## config.mk

```make
export PLATFORM = sky130hd
export DESIGN_NAME = pim_cmd_issuer
export DESIGN_NICKNAME = d
export VERILOG_FILES = /design/src/rtl/pim_pkg.sv /design/src/rtl/pim_cmd_fifo.sv /design/src/rtl/pim_cmd_issuer.sv
export SDC_FILE = /design/constraint.sdc
export NUM_CORES = 1
export LEC_CHECK = 0
export ABC_AREA = 1
export ABC_CLOCK_PERIOD_IN_PS = 8800
export CORE_UTILIZATION = 25
export CTS_BUF_LIST = sky130_fd_sc_hd__clkbuf_8
export DETAILED_ROUTE_END_ITERATION = 7
export HOLD_SLACK_MARGIN = 0.1
export MAX_ROUTING_LAYER = met4
export PLACE_DENSITY = 0.53
export SYNTH_ARGS = -nofsm -noshare
export SYNTH_HDL_FRONTEND = slang
export SYNTH_SLANG_ARGS = --single-unit
```

## constraint.sdc

```tcl
create_clock -name clk -period 8.8 [get_ports clk]
set_clock_uncertainty 0.2 [all_clocks]
set_input_delay 0.88 -clock clk [delete_from_list [all_inputs] [get_ports clk]]
set_output_delay 0.88 -clock clk [all_outputs]
set_load 0.01 [all_outputs]
```

## src/rtl/pim_pkg.sv

```systemverilog
// Shared types and constants for the PIM command issuer slice.
// Latency: n/a (types only).
// Backpressure: n/a (types only).
package pim_pkg;

    // Default address width and largest legal matrix dimension.
    localparam int LEN             = 10;
    localparam int MAX_MATRIX_SIZE = 16;
    localparam int SIZE_W          = 5;

    // One queued host command: three matrix base addresses plus dimension N.
    typedef struct packed {
        logic [LEN-1:0]    src1;
        logic [LEN-1:0]    src2;
        logic [LEN-1:0]    dst;
        logic [SIZE_W-1:0] size;
    } pim_cmd_t;

    // Issuer control states.
    typedef enum logic [1:0] {
        IDLE  = 2'd0,
        ISSUE = 2'd1,
        WAIT  = 2'd2
    } pim_state_t;

endpackage

```

## src/rtl/pim_cmd_fifo.sv

```systemverilog
// Synchronous FIFO of pim_cmd_t entries with an occupancy count.
// Latency: a push is visible at the head on the edge after it is written.
// Backpressure: pushes while full and pops while empty are ignored.
module pim_cmd_fifo
    import pim_pkg::*;
#(
    parameter int DEPTH = 4
) (
    input  logic                     clk,
    input  logic                     rst,
    input  logic                     push,
    input  pim_cmd_t                 push_dat,
    input  logic                     pop,
    output pim_cmd_t                 pop_dat,
    output logic [$clog2(DEPTH):0]   count,
    output logic                     full,
    output logic                     empty
);

    localparam int PW = (DEPTH > 1) ? $clog2(DEPTH) : 1;
    localparam int CW = $clog2(DEPTH) + 1;

    pim_cmd_t        mem [DEPTH];
    logic [PW-1:0]   wr_ptr;
    logic [PW-1:0]   rd_ptr;
    logic            do_push;
    logic            do_pop;

    assign full    = (count == CW'(DEPTH));
    assign empty   = (count == '0);
    assign do_push = push & ~full;
    assign do_pop  = pop & ~empty;
    assign pop_dat = mem[rd_ptr];

    // Entry storage; contents are don't-care until written, so no reset.
    always_ff @(posedge clk) begin
        if (do_push) begin
            mem[wr_ptr] <= push_dat;
        end
    end

    // Pointers and occupancy; simultaneous push and pop leaves count unchanged.
    always_ff @(posedge clk) begin
        if (!rst) begin
            wr_ptr <= '0;
            rd_ptr <= '0;
            count  <= '0;
        end else begin
            if (do_push) begin
                wr_ptr <= (wr_ptr == PW'(DEPTH - 1)) ? '0 : wr_ptr + 1'b1;
            end
            if (do_pop) begin
                rd_ptr <= (rd_ptr == PW'(DEPTH - 1)) ? '0 : rd_ptr + 1'b1;
            end
            case ({do_push, do_pop})
                2'b10:   count <= count + 1'b1;
                2'b01:   count <= count - 1'b1;
                default: count <= count;
            endcase
        end
    end

endmodule

```

## src/rtl/pim_cmd_issuer.sv

```systemverilog
// Queues host matrix commands, checks bounds, and issues them one at a time to the memory stage.
// Latency: command accepted into an empty queue while idle at edge N -> start pulse after edge N+1.
// Backpressure: cmd_ready drops when the queue holds DEPTH entries; illegal commands are consumed and flagged.
module pim_cmd_issuer
    import pim_pkg::pim_cmd_t, pim_pkg::pim_state_t, pim_pkg::IDLE, pim_pkg::ISSUE, pim_pkg::WAIT;
#(
    parameter int LEN             = 10,
    parameter int MEM_ELEMENTS    = 1024,
    parameter int MAX_MATRIX_SIZE = 16,
    parameter int DEPTH           = 4,
    parameter int TIMEOUT         = 4096
) (
    input  logic                     clk,
    input  logic                     rst,
    input  logic                     cmd_valid,
    output logic                     cmd_ready,
    input  logic [LEN-1:0]           cmd_src1,
    input  logic [LEN-1:0]           cmd_src2,
    input  logic [LEN-1:0]           cmd_dst,
    input  logic [4:0]               cmd_size,
    output logic [LEN-1:0]           src1_addr,
    output logic [LEN-1:0]           src2_addr,
    output logic [LEN-1:0]           dst_addr,
    output logic [4:0]               matrix_size,
    output logic                     start,
    input  logic                     mem_done,
    output logic                     busy,
    output logic                     cmd_err,
    output logic                     timeout,
    output logic [$clog2(DEPTH):0]   queue_count,
    output logic [15:0]              done_count
);

    // Bounds arithmetic is wide enough that base + N*N can never wrap.
    localparam int AW = LEN + 12;
    localparam int TW = $clog2(TIMEOUT + 1);

    pim_cmd_t        push_dat;
    pim_cmd_t        head_dat;
    logic            q_full;
    logic            q_empty;
    logic            q_push;
    logic            q_pop;
    logic            xfer;
    logic            size_ok;
    logic            cmd_legal;
    logic [AW-1:0]   area;
    logic [AW-1:0]   end_src1;
    logic [AW-1:0]   end_src2;
    logic [AW-1:0]   end_dst;
    logic [AW-1:0]   mem_lim;
    pim_state_t      state;
    logic [TW-1:0]   wait_cnt;

    // Ready depends only on occupancy, never on a pop happening this cycle.
    assign cmd_ready = rst & ~q_full;
    assign xfer      = cmd_valid & cmd_ready;

    // Command legality: 1 <= N <= MAX and every matrix fits inside memory.
    always_comb begin
        area      = AW'(cmd_size) * AW'(cmd_size);
        end_src1  = AW'(cmd_src1) + area;
        end_src2  = AW'(cmd_src2) + area;
        end_dst   = AW'(cmd_dst) + area;
        mem_lim   = AW'(MEM_ELEMENTS);
        size_ok   = (cmd_size != '0) && (int'(cmd_size) <= MAX_MATRIX_SIZE);
        cmd_legal = size_ok && (end_src1 <= mem_lim) && (end_src2 <= mem_lim)
                    && (end_dst <= mem_lim);
    end

    // Pack the host fields into a queue entry.
    always_comb begin
        push_dat      = '0;
        push_dat.src1 = cmd_src1;
        push_dat.src2 = cmd_src2;
        push_dat.dst  = cmd_dst;
        push_dat.size = cmd_size;
    end

    assign q_push = xfer & cmd_legal;
    assign q_pop  = (state == IDLE) & ~q_empty;

    pim_cmd_fifo #(
        .DEPTH (DEPTH)
    ) u_fifo (
        .clk      (clk),
        .rst      (rst),
        .push     (q_push),
        .push_dat (push_dat),
        .pop      (q_pop),
        .pop_dat  (head_dat),
        .count    (queue_count),
        .full     (q_full),
        .empty    (q_empty)
    );

    // Rejected transfers raise cmd_err for exactly the following cycle.
    always_ff @(posedge clk) begin
        if (!rst) begin
            cmd_err <= 1'b0;
        end else begin
            cmd_err <= xfer & ~cmd_legal;
        end
    end

    // Issue sequencer: pop head in IDLE, pulse start in ISSUE, wait for completion or watchdog.
    always_ff @(posedge clk) begin
        if (!rst) begin
            state       <= IDLE;
            start       <= 1'b0;
            busy        <= 1'b0;
            timeout     <= 1'b0;
            done_count  <= '0;
            wait_cnt    <= '0;
            src1_addr   <= '0;
            src2_addr   <= '0;
            dst_addr    <= '0;
            matrix_size <= '0;
        end else begin
            start   <= 1'b0;
            timeout <= 1'b0;
            case (state)
                IDLE: begin
                    if (!q_empty) begin
                        src1_addr   <= head_dat.src1;
                        src2_addr   <= head_dat.src2;
                        dst_addr    <= head_dat.dst;
                        matrix_size <= head_dat.size;
                        start       <= 1'b1;
                        busy        <= 1'b1;
                        state       <= ISSUE;
                    end
                end
                ISSUE: begin
                    wait_cnt <= '0;
                    state    <= WAIT;
                end
                WAIT: begin
                    if (mem_done) begin
                        done_count <= done_count + 16'd1;
                        busy       <= 1'b0;
                        state      <= IDLE;
                    end else if (wait_cnt == TW'(TIMEOUT - 1)) begin
                        timeout <= 1'b1;
                        busy    <= 1'b0;
                        state   <= IDLE;
                    end else begin
                        wait_cnt <= wait_cnt + 1'b1;
                    end
                end
                default: begin
                    busy  <= 1'b0;
                    state <= IDLE;
                end
            endcase
        end
    end

endmodule

```

Word level (Yosys, flattened, before mapping)
Memory sizes are Yosys's and may differ from the RTL's. A register that Yosys moved wholly into a read port is not among the register bits.
Cells that the tools add are included.
{ "totals": {"regBits": 42, "mem_bits_rw": 140, "out_inout_bits": 59, "n_memories": 1} }
{ "mem_list": {"columns": ["name", "words", "word_bits", "rd", "rd_clocked_by_memory_dff", "write_ports", "line_no", "rtl"], "rows": [
  ["u_fifo.mem", 4, 35, 1, 1, 1, "pim_cmd_fifo.sv:23", "pim_cmd_t mem [DEPTH];"]
]} }
{ "op_classes": {"add_sub_neg": 9, "mul": 1, "magnitude_cmp": 4, "eq_ne": 12, "muxes": 18, "bitwise": 13, "reduce_logical": 17} }
{ "ops": {"columns": ["cell", "n"], "rows": [
  ["adder 10 x 10 -> 11 bit", 3],
  ["less-or-equal comparator 11 bit, second input constant", 3],
  ["2-to-1 mux 13 bit", 2],
  ["one-hot mux 13 bit (2 select lines)", 1],
  ["adder 16 x 1 -> 16 bit, second input constant", 1],
  ["adder 13 x 1 -> 13 bit, second input constant", 1],
  ["equality test 13 x 12 -> 1 bit, second input constant", 1],
  ["multiplier 5 x 5 -> 10 bit", 1],
  ["2-to-1 mux 2 bit", 5],
  ["equality test 2 bit, second input constant", 4],
  ["AND reduction 2 bit", 4],
  ["AND 1 bit", 7],
  ["2-to-1 mux 1 bit", 7],
  ["inequality test 2 bit, second input constant", 3],
  ["NOT 1 bit", 6],
  ["one-hot mux 2 bit (3 select lines)", 1],
  ["one-hot mux 3 bit (2 select lines)", 1],
  ["AND reduction 3 bit", 2],
  ["less-or-equal comparator 5 bit, second input constant", 1],
  ["nonzero test 5 bit", 1],
  ["adder 2 x 1 -> 2 bit, second input constant", 2],
  ["equality test 2 x 1 -> 1 bit, second input constant", 2],
  ["logical AND 1 bit", 4],
  ["nonzero test 2 bit", 2],
  ["9 further kinds", 9]
]} }

Longest topological paths before layout
{ "depth": {"depth_word": 10, "depth_mapped": 32, "depth_no_buf": 32} }

Cells and area by module
A second synthesis with hierarchy kept.
{ "hier_totals": {"hier_cells": 1156, "area_unflattened_um2": 10531.4} }
{ "modules_own_cells": {"columns": ["mod", "n_inst", "cells_per_inst", "area_per_inst_um2", "seq_area_each_um2"], "rows": [
  ["pim_cmd_fifo", 1, 409, 5675.4, 4384.2],
  ["pim_cmd_issuer", 1, 747, 4855.9, 1401.3]
]} }

Worst setup path after synthesis
Ideal clock, no wire load.
{ "synth_timing": {"kind": "input -> register", "start": "input cmd_size[4]", "end": "memory u_fifo.mem[0][0] in the netlist's numbering, enable pin", "t_arrival_ns": 6.470, "setup_slack_ns": 1.703, "stages": 25, "n_path_buf": 1, "path_cell_list": "clkbuf_1 > nand2_1 > fa_1 > fa_1 > inv_1 > ha_1 > a31o_2 > ha_1 > inv_1 > o21ai_0 > a21o_1 > a21oi_1 > xnor2_1 > ha_1 > nand2_1 > inv_1 > a21oi_1 > nand3_1 > nand2_1 > nand3_1 > o21bai_1 > nand2_1 > nor2_4 > nand3_4 > nor2_1"} }
{ "synth_via": {"elab_chain_cells": 10, "elab_cells_between_ends": 17} }
{ "synth_lines": {"columns": ["element", "line_no", "rtl"], "rows": [
  ["start, declared", "pim_cmd_issuer.sv:20", "input logic [4:0] cmd_size,"],
  ["multiplier 5 x 5 -> 10 bit", "pim_cmd_issuer.sv:61", "area = AW'(cmd_size) * AW'(cmd_size);"],
  ["adder 10 x 10 -> 11 bit", "pim_cmd_issuer.sv:62", "end_src1 = AW'(cmd_src1) + area;"],
  ["less-or-equal comparator 11 bit", "pim_cmd_issuer.sv:67", "cmd_legal = size_ok && (end_src1 <= mem_lim) && (end_src2 <= mem_lim)"],
  ["logical AND 1 bit (2 in a row)", "pim_cmd_issuer.sv:67", null],
  ["logical AND 1 bit (*)", "pim_cmd_issuer.sv:68", "&& (end_dst <= mem_lim);"],
  ["AND 1 bit (*)", "pim_cmd_issuer.sv:80", "assign q_push = xfer & cmd_legal;"],
  ["AND 1 bit (*)", "pim_cmd_fifo.sv:31", "assign do_push = push & ~full;"],
  ["2-to-1 mux 1 bit (*)", "pim_cmd_fifo.sv:37", "if (do_push) begin"],
  ["2-to-1 mux 1 bit (implied by the code) (*)", "pim_cmd_fifo.sv:38", "mem[wr_ptr] <= push_dat;"],
  ["end, declared", "pim_cmd_fifo.sv:23", null]
]} }
Mark *: on every way between the ends. The rest lies on a longest branch, timed or not.

Final worst setup path
{ "layout_timing": {"start": "input cmd_size[2]", "end": "memory u_fifo.mem[1][7] in the netlist's numbering, enable pin"} }
The elaborated chain is that of the path after synthesis.

==> reports/results.txt <==
status -> finished clean
CP max FO -> 19
arrival time worst endpoint -> 6800 ps
unrepaired setup endpoints after global routing -> false
final setup fails -> 0
Vias -> 8077
first-pass GRT wire length -> 42900 um
Initial Utilization -> 25.4%
DIE WIDTH -> 205 um
vias in the first global route -> 7814
Hold Path Stages -> 2
clock buffer depth -> 3
Port Buf Inserts -> 97
pwr dens -> 240 nW/um^2
max-cap viol count -> 0
total leakage power -> 5.00 nW
register bit total from synthesis -> 217
cts hold-fix bufs -> 0
post-cts sizing count -> 0
worst skew pair latency -> 550 ps
Synthesized Nets -> 1222
initial antenna violation count -> 0
Final Cycle Share -> 76.8%
grt ovf -> 0
height of the die -> 205 um
Synth area leaders -> edfxtp_1, dfxtp_1, nor2_1, o21ai_0, nand2_1
R2R Setup Slk -> 5850 ps
Nets -> 1334
Detail Route Antenna Nets -> 0
DRC Markers -> 0
DR iter-0 viols -> 590
CTS Buf Count -> 40
layout cells sized above 1 -> 7.93%
CTS tree -> done
synth unique cells -> 40
DR pass1 iterations -> 5
ys flop type -> edfxtp_1
H-tree levels -> 2
type of origin of the critical path -> input pin
Multi-input gate area -> 4090 um^2
detail-routed via count per cell -> 4.47
measured slew at the worst slew-check pin -> 910 ps
setup TNS -> 0 ps
core outline area -> 40800 um^2
flip-flop and latch area -> 5750 um^2
Max-slew headroom -> 39.3%
Synth Warn # -> 0
largest net degree at the start of global routing -> 74
standard-cell row count -> 74
GPL Wtd Cong -> 0.862
Total GRT Usage -> 13.5%
Post-synth EDFFs -> 140
synthesized instance count -> 1131
number of fillers in the final layout -> 4214
total wire length -> 27200 um
CP Class -> in -> reg
Layout area overhead -> 23.5%
clk slew on worst S/H paths -> 60 ps
Yosys top cell by area -> edfxtp_1
I/O pins -> 98
Worst Setup End Kind -> flip-flop
Yosys top cell area share -> 40.6%
Worst Hold Class -> reg -> reg
Die ar. -> 42200 um^2
FFs w/ async S/R, synth -> 0%
Power Total -> 3.07 mW
Finished Core Util -> 31.3%
Post-CTS Setup Bufs -> 0
Slew Viols, Final -> 0
final hold violation count -> 0
Reg2Reg Depth -> 5
part of the Yosys area used for sequential elements -> 55.5%
Final min period -> 6760 ps
clock sinks -> 217
Final HPWL DP -> 18000 um
drt wl/cell -> 15.1 um
Synth Cell Area -> 10400 um^2
syn avg cell area -> 9.15 um^2
Peak supply drop -> 116 uV
Antenna diodes -> 0
Root Buffer -> clkbuf_8
Fmax achieved -> 0.148 GHz
Req. time, crit path -> 8840 ps
==> logic make-up after synthesis <==
family	after synthesis	synth area share, %
compound gates	227	11.7
xor+xnor	14	1.18
fa+ha+maj	52	6.57
buf+inv	149	5.40
flops	217	55.5
simple gates	472	19.7
==> cells in the mapped netlist, drive strengths merged (4+ instances only) <==
cell type / n
xor2: 10
fa: 4
nand3b: 4
ha: 48
nand4: 7
xnor2: 4
clkbuf: 36
o21ai: 131
nor3: 16
edfxtp: 140
nor2: 219
or2: 7
inv: 110
a21oi: 49
a31oi: 38
nand3: 49
dfxtp: 77
nand2: 168
==> critical path, cell delays in order <==
cell and delay, ps:
clkdlybuf4s50_1 630, inv_1 190, fa_1 530, fa_1 510
inv_1 40, ha_1 280, a31o_2 260, ha_1 290
inv_1 60, o21ai_0 280, a21o_1 170, a21oi_1 70
xnor2_1 310, ha_1 360, nand2_1 110, inv_1 40
a21oi_1 170, nand3_1 90, nand2_1 60, nand3_1 70
o21bai_1 130, nand2_1 100, nor2_4 170, nand3_4 180
nor2_4 540, buf_12 260
==> state kept, by name, summed over array words and instances (netlist names) <==
register / cells
src2_addr: 10
state: 2
wait_cnt: 13
done_count: 16
u_fifo.count: 3
start: 1
u_fifo.wr_ptr: 2
cmd_err: 1
src1_addr: 10
u_fifo.mem: 140
u_fifo.rd_ptr: 2
matrix_size: 5
timeout: 1
busy: 1
dst_addr: 10
==> area by class of cell <==
class | instances | area share, %
clock buffers | 46 | 4.95
clock inverters | 26 | 1.28
inverters | 111 | 3.26
multi-input cells | 765 | 32.0
flip-flops and latches | 217 | 44.9
well taps | 532 | 5.21
repair buffers | 108 | 8.40
==> layer usage <==
metal	global-route usage, %	routed length [um]	vias up
met5	-	0	-
met4	3.70	429	0
met3	2.50	1220	34
met2	21.1	12300	190
met1	17.9	13300	3781
li1	-	-	4072
==> report_power, final <==
part           leakage (nW)  internal [mW]  total, mW  switching, mW
registers              1.89           1.16       1.21         0.0445
logic                  2.65          0.329      0.904          0.574
clock network         0.461          0.535      0.957          0.421
==> metrics by stage <==
stage | cells | hold WS [ps] | setup slack, ps | cell area, um^2
floorplan | 1131 | 224 | 1700 | 10400
global placement | 1733 | 233 | 1540 | 12000
detailed placement | 1733 | 255 | 1400 | 12000
CTS | 1805 | 264 | 2000 | 12800
global route | 1805 | 292 | 1500 | 12800
finish | 1805 | 261 | 2040 | 12800
==> path summary, 6_finish.rpt <==
check              startpoint               end
min reg2reg      wait_cnt[12]      wait_cnt[12]
min              wait_cnt[12]      wait_cnt[12]
max               cmd_size[2]  u_fifo.mem[1][7]
max reg2reg  u_fifo.rd_ptr[0]       dst_addr[0]
==> cells in the final DEF, fill, tap and decap left out, types with 6 or more instances in the layout <==
cell type,count
a21oi_1,49
a31oi_1,38
buf_4,9
clkbuf_8,46
clkdlybuf4s50_1,96
dfxtp_1,76
edfxtp_1,140
ha_1,48
inv_1,126
nand2_1,162
nand3_1,46
nand4_1,6
nor2_1,206
nor2_4,8
nor3_1,13
o21ai_0,130
xor2_1,10
Power figures use the tool's default switching activity.
==> RTL edit: new RTL, config.mk and constraints unchanged <==
`DEPTH` is set to 4 in 2 places; all go to 2.
--- a/src/rtl/pim_cmd_fifo.sv
+++ b/src/rtl/pim_cmd_fifo.sv
@@ -4,7 +4,7 @@
 module pim_cmd_fifo
     import pim_pkg::*;
 #(
-    parameter int DEPTH = 4
+    parameter int DEPTH = 2
 ) (
     input  logic                     clk,
     input  logic                     rst,
--- a/src/rtl/pim_cmd_issuer.sv
+++ b/src/rtl/pim_cmd_issuer.sv
@@ -7,7 +7,7 @@
     parameter int LEN             = 10,
     parameter int MEM_ELEMENTS    = 1024,
     parameter int MAX_MATRIX_SIZE = 16,
-    parameter int DEPTH           = 4,
+    parameter int DEPTH           = 2,
     parameter int TIMEOUT         = 4096
 ) (
     input  logic                     clk,
Interface: changed (resized queue_count); port bits go from 98 to 97. No check against the original RTL was run, so the function may have changed too.
==> RTL edit against the unedited design <==
Power is 35% lower. Wire length is 30% lower. Largest cell class unchanged. Sequential cell count shrank 73. Clock power down 48%. Critical endpoint is now u_fifo.mem[0][24]. Design area fell by 29%. Setup slack worse by 0.12 ns. Synthesized area shrank 29%.
==> RTL edit: results (changes against the unedited design) <==
min_path:
  whs_path_depth: 1  # was 2
layout:
  finalNonFillerCells: 1362  # was 1805
  design_area_sq_um: 9100  # was 12800 sq um
  layout-drive-gt1-share_pct: 7.26  # was 7.93%
  fillers: 3000  # was 4214
global_routing:
  grt_first_pass_wirelength_microns: 31100  # was 42900 microns
  grtUsageMet2_pct: 22.5  # was 21.1%
  globalRouteMet1Util_pct: 16.3  # was 17.9%
  number_of_global_route_vias_before_repair: 5975  # was 7814
  grt_use_met3_pct: 2.65  # was 2.50%
  total_routing_usage_reported_by_global_routing_pct: 13.6  # was 13.5%
drt:
  routed-wl-met2_microns: 9180  # was 12300 microns
  route.layer.met1.wl_microns: 8940  # was 13300 microns
  detailedRoute.firstPassIterationCount: 4  # was 5
  route.final.wire_length_microns: 19000  # was 27200 microns
  routed-via-count: 6086  # was 8077
  detailroute.wirelength.met3_microns: 475  # was 1220 microns
critical_path:
  timing.reg2reg.worst_path_depth: 7  # was 5
  r2r_setup_slack_ns: 6.18  # was 5.85 ns
  max_stage_delay_ns: 0.77  # was 0.63 ns
yosys:
  postSynth.topFlopCell: "sky130_fd_sc_hd__dfxtp_1"  # was sky130_fd_sc_hd__edfxtp_1
  synth.net_count: 952  # was 1222
  synth.lib_cells_used.distinct: 39  # was 40
  synth_enable_flop_cells: 70  # was 140
  synth.yosys.seq_area_share_pct: 48.8  # was 55.5%
status:
  status: "complete, no violations"  # unchanged
pwr:
  power.combinational.total_mw: 0.701  # was 0.904 mW
  ir_worst_vdd_mv: 0.119  # was 0.116 mV
  power_frac_clock_pct: 24.6  # was 31.2%
  leakage_power_of_the_design_nw: 3.70  # was 5.00 nW
sta:
  slew_headroom_pct: 54.9  # was 39.3%
  max_freq_ghz: 0.145  # was 0.148 GHz
clock_tree:
  clk_pin_slew_ns: 0.09  # was 0.06 ns
  ctsHtreeMaxLevel: 4  # was 2
==> RTL edit: cell types whose count changed in the layout (fill, tap and decap cells not counted), sizes merged, moves of 3 or more <==
cell and delta:
xnor2 +4, nor3 -3, ha -5, nand4 +3, nand2 +66, nand3 -4, nor2 -147, dfxtp -3
o21ai -73, or2 -4, clkbuf -29, edfxtp -70, buf -5, inv -25
==> RTL edit: final cells by class <==
cell class / instances / area share [%]
flip-flops and latches: 144 / 39.4
multi-input cells: 603 / 36.4
repair buffers: 102 / 11.0
well taps: 384 / 5.28
inverters: 97 / 4.00
clock buffers: 17 / 2.57
clock inverters: 15 / 1.42
==> RTL edit: logic make-up (layout without fill, tap and decap cells) <==
logic type	Yosys count	after routing	share of synthesized area, %
xor gates and xnor gates	16	16	1.91
buffers and inverters	120	231	6.32
AOI/OAI and AO/OA	156	156	11.9
and+or+nand+nor	385	385	23.0
adders and majority gates	46	46	8.15
DFF	144	144	48.8
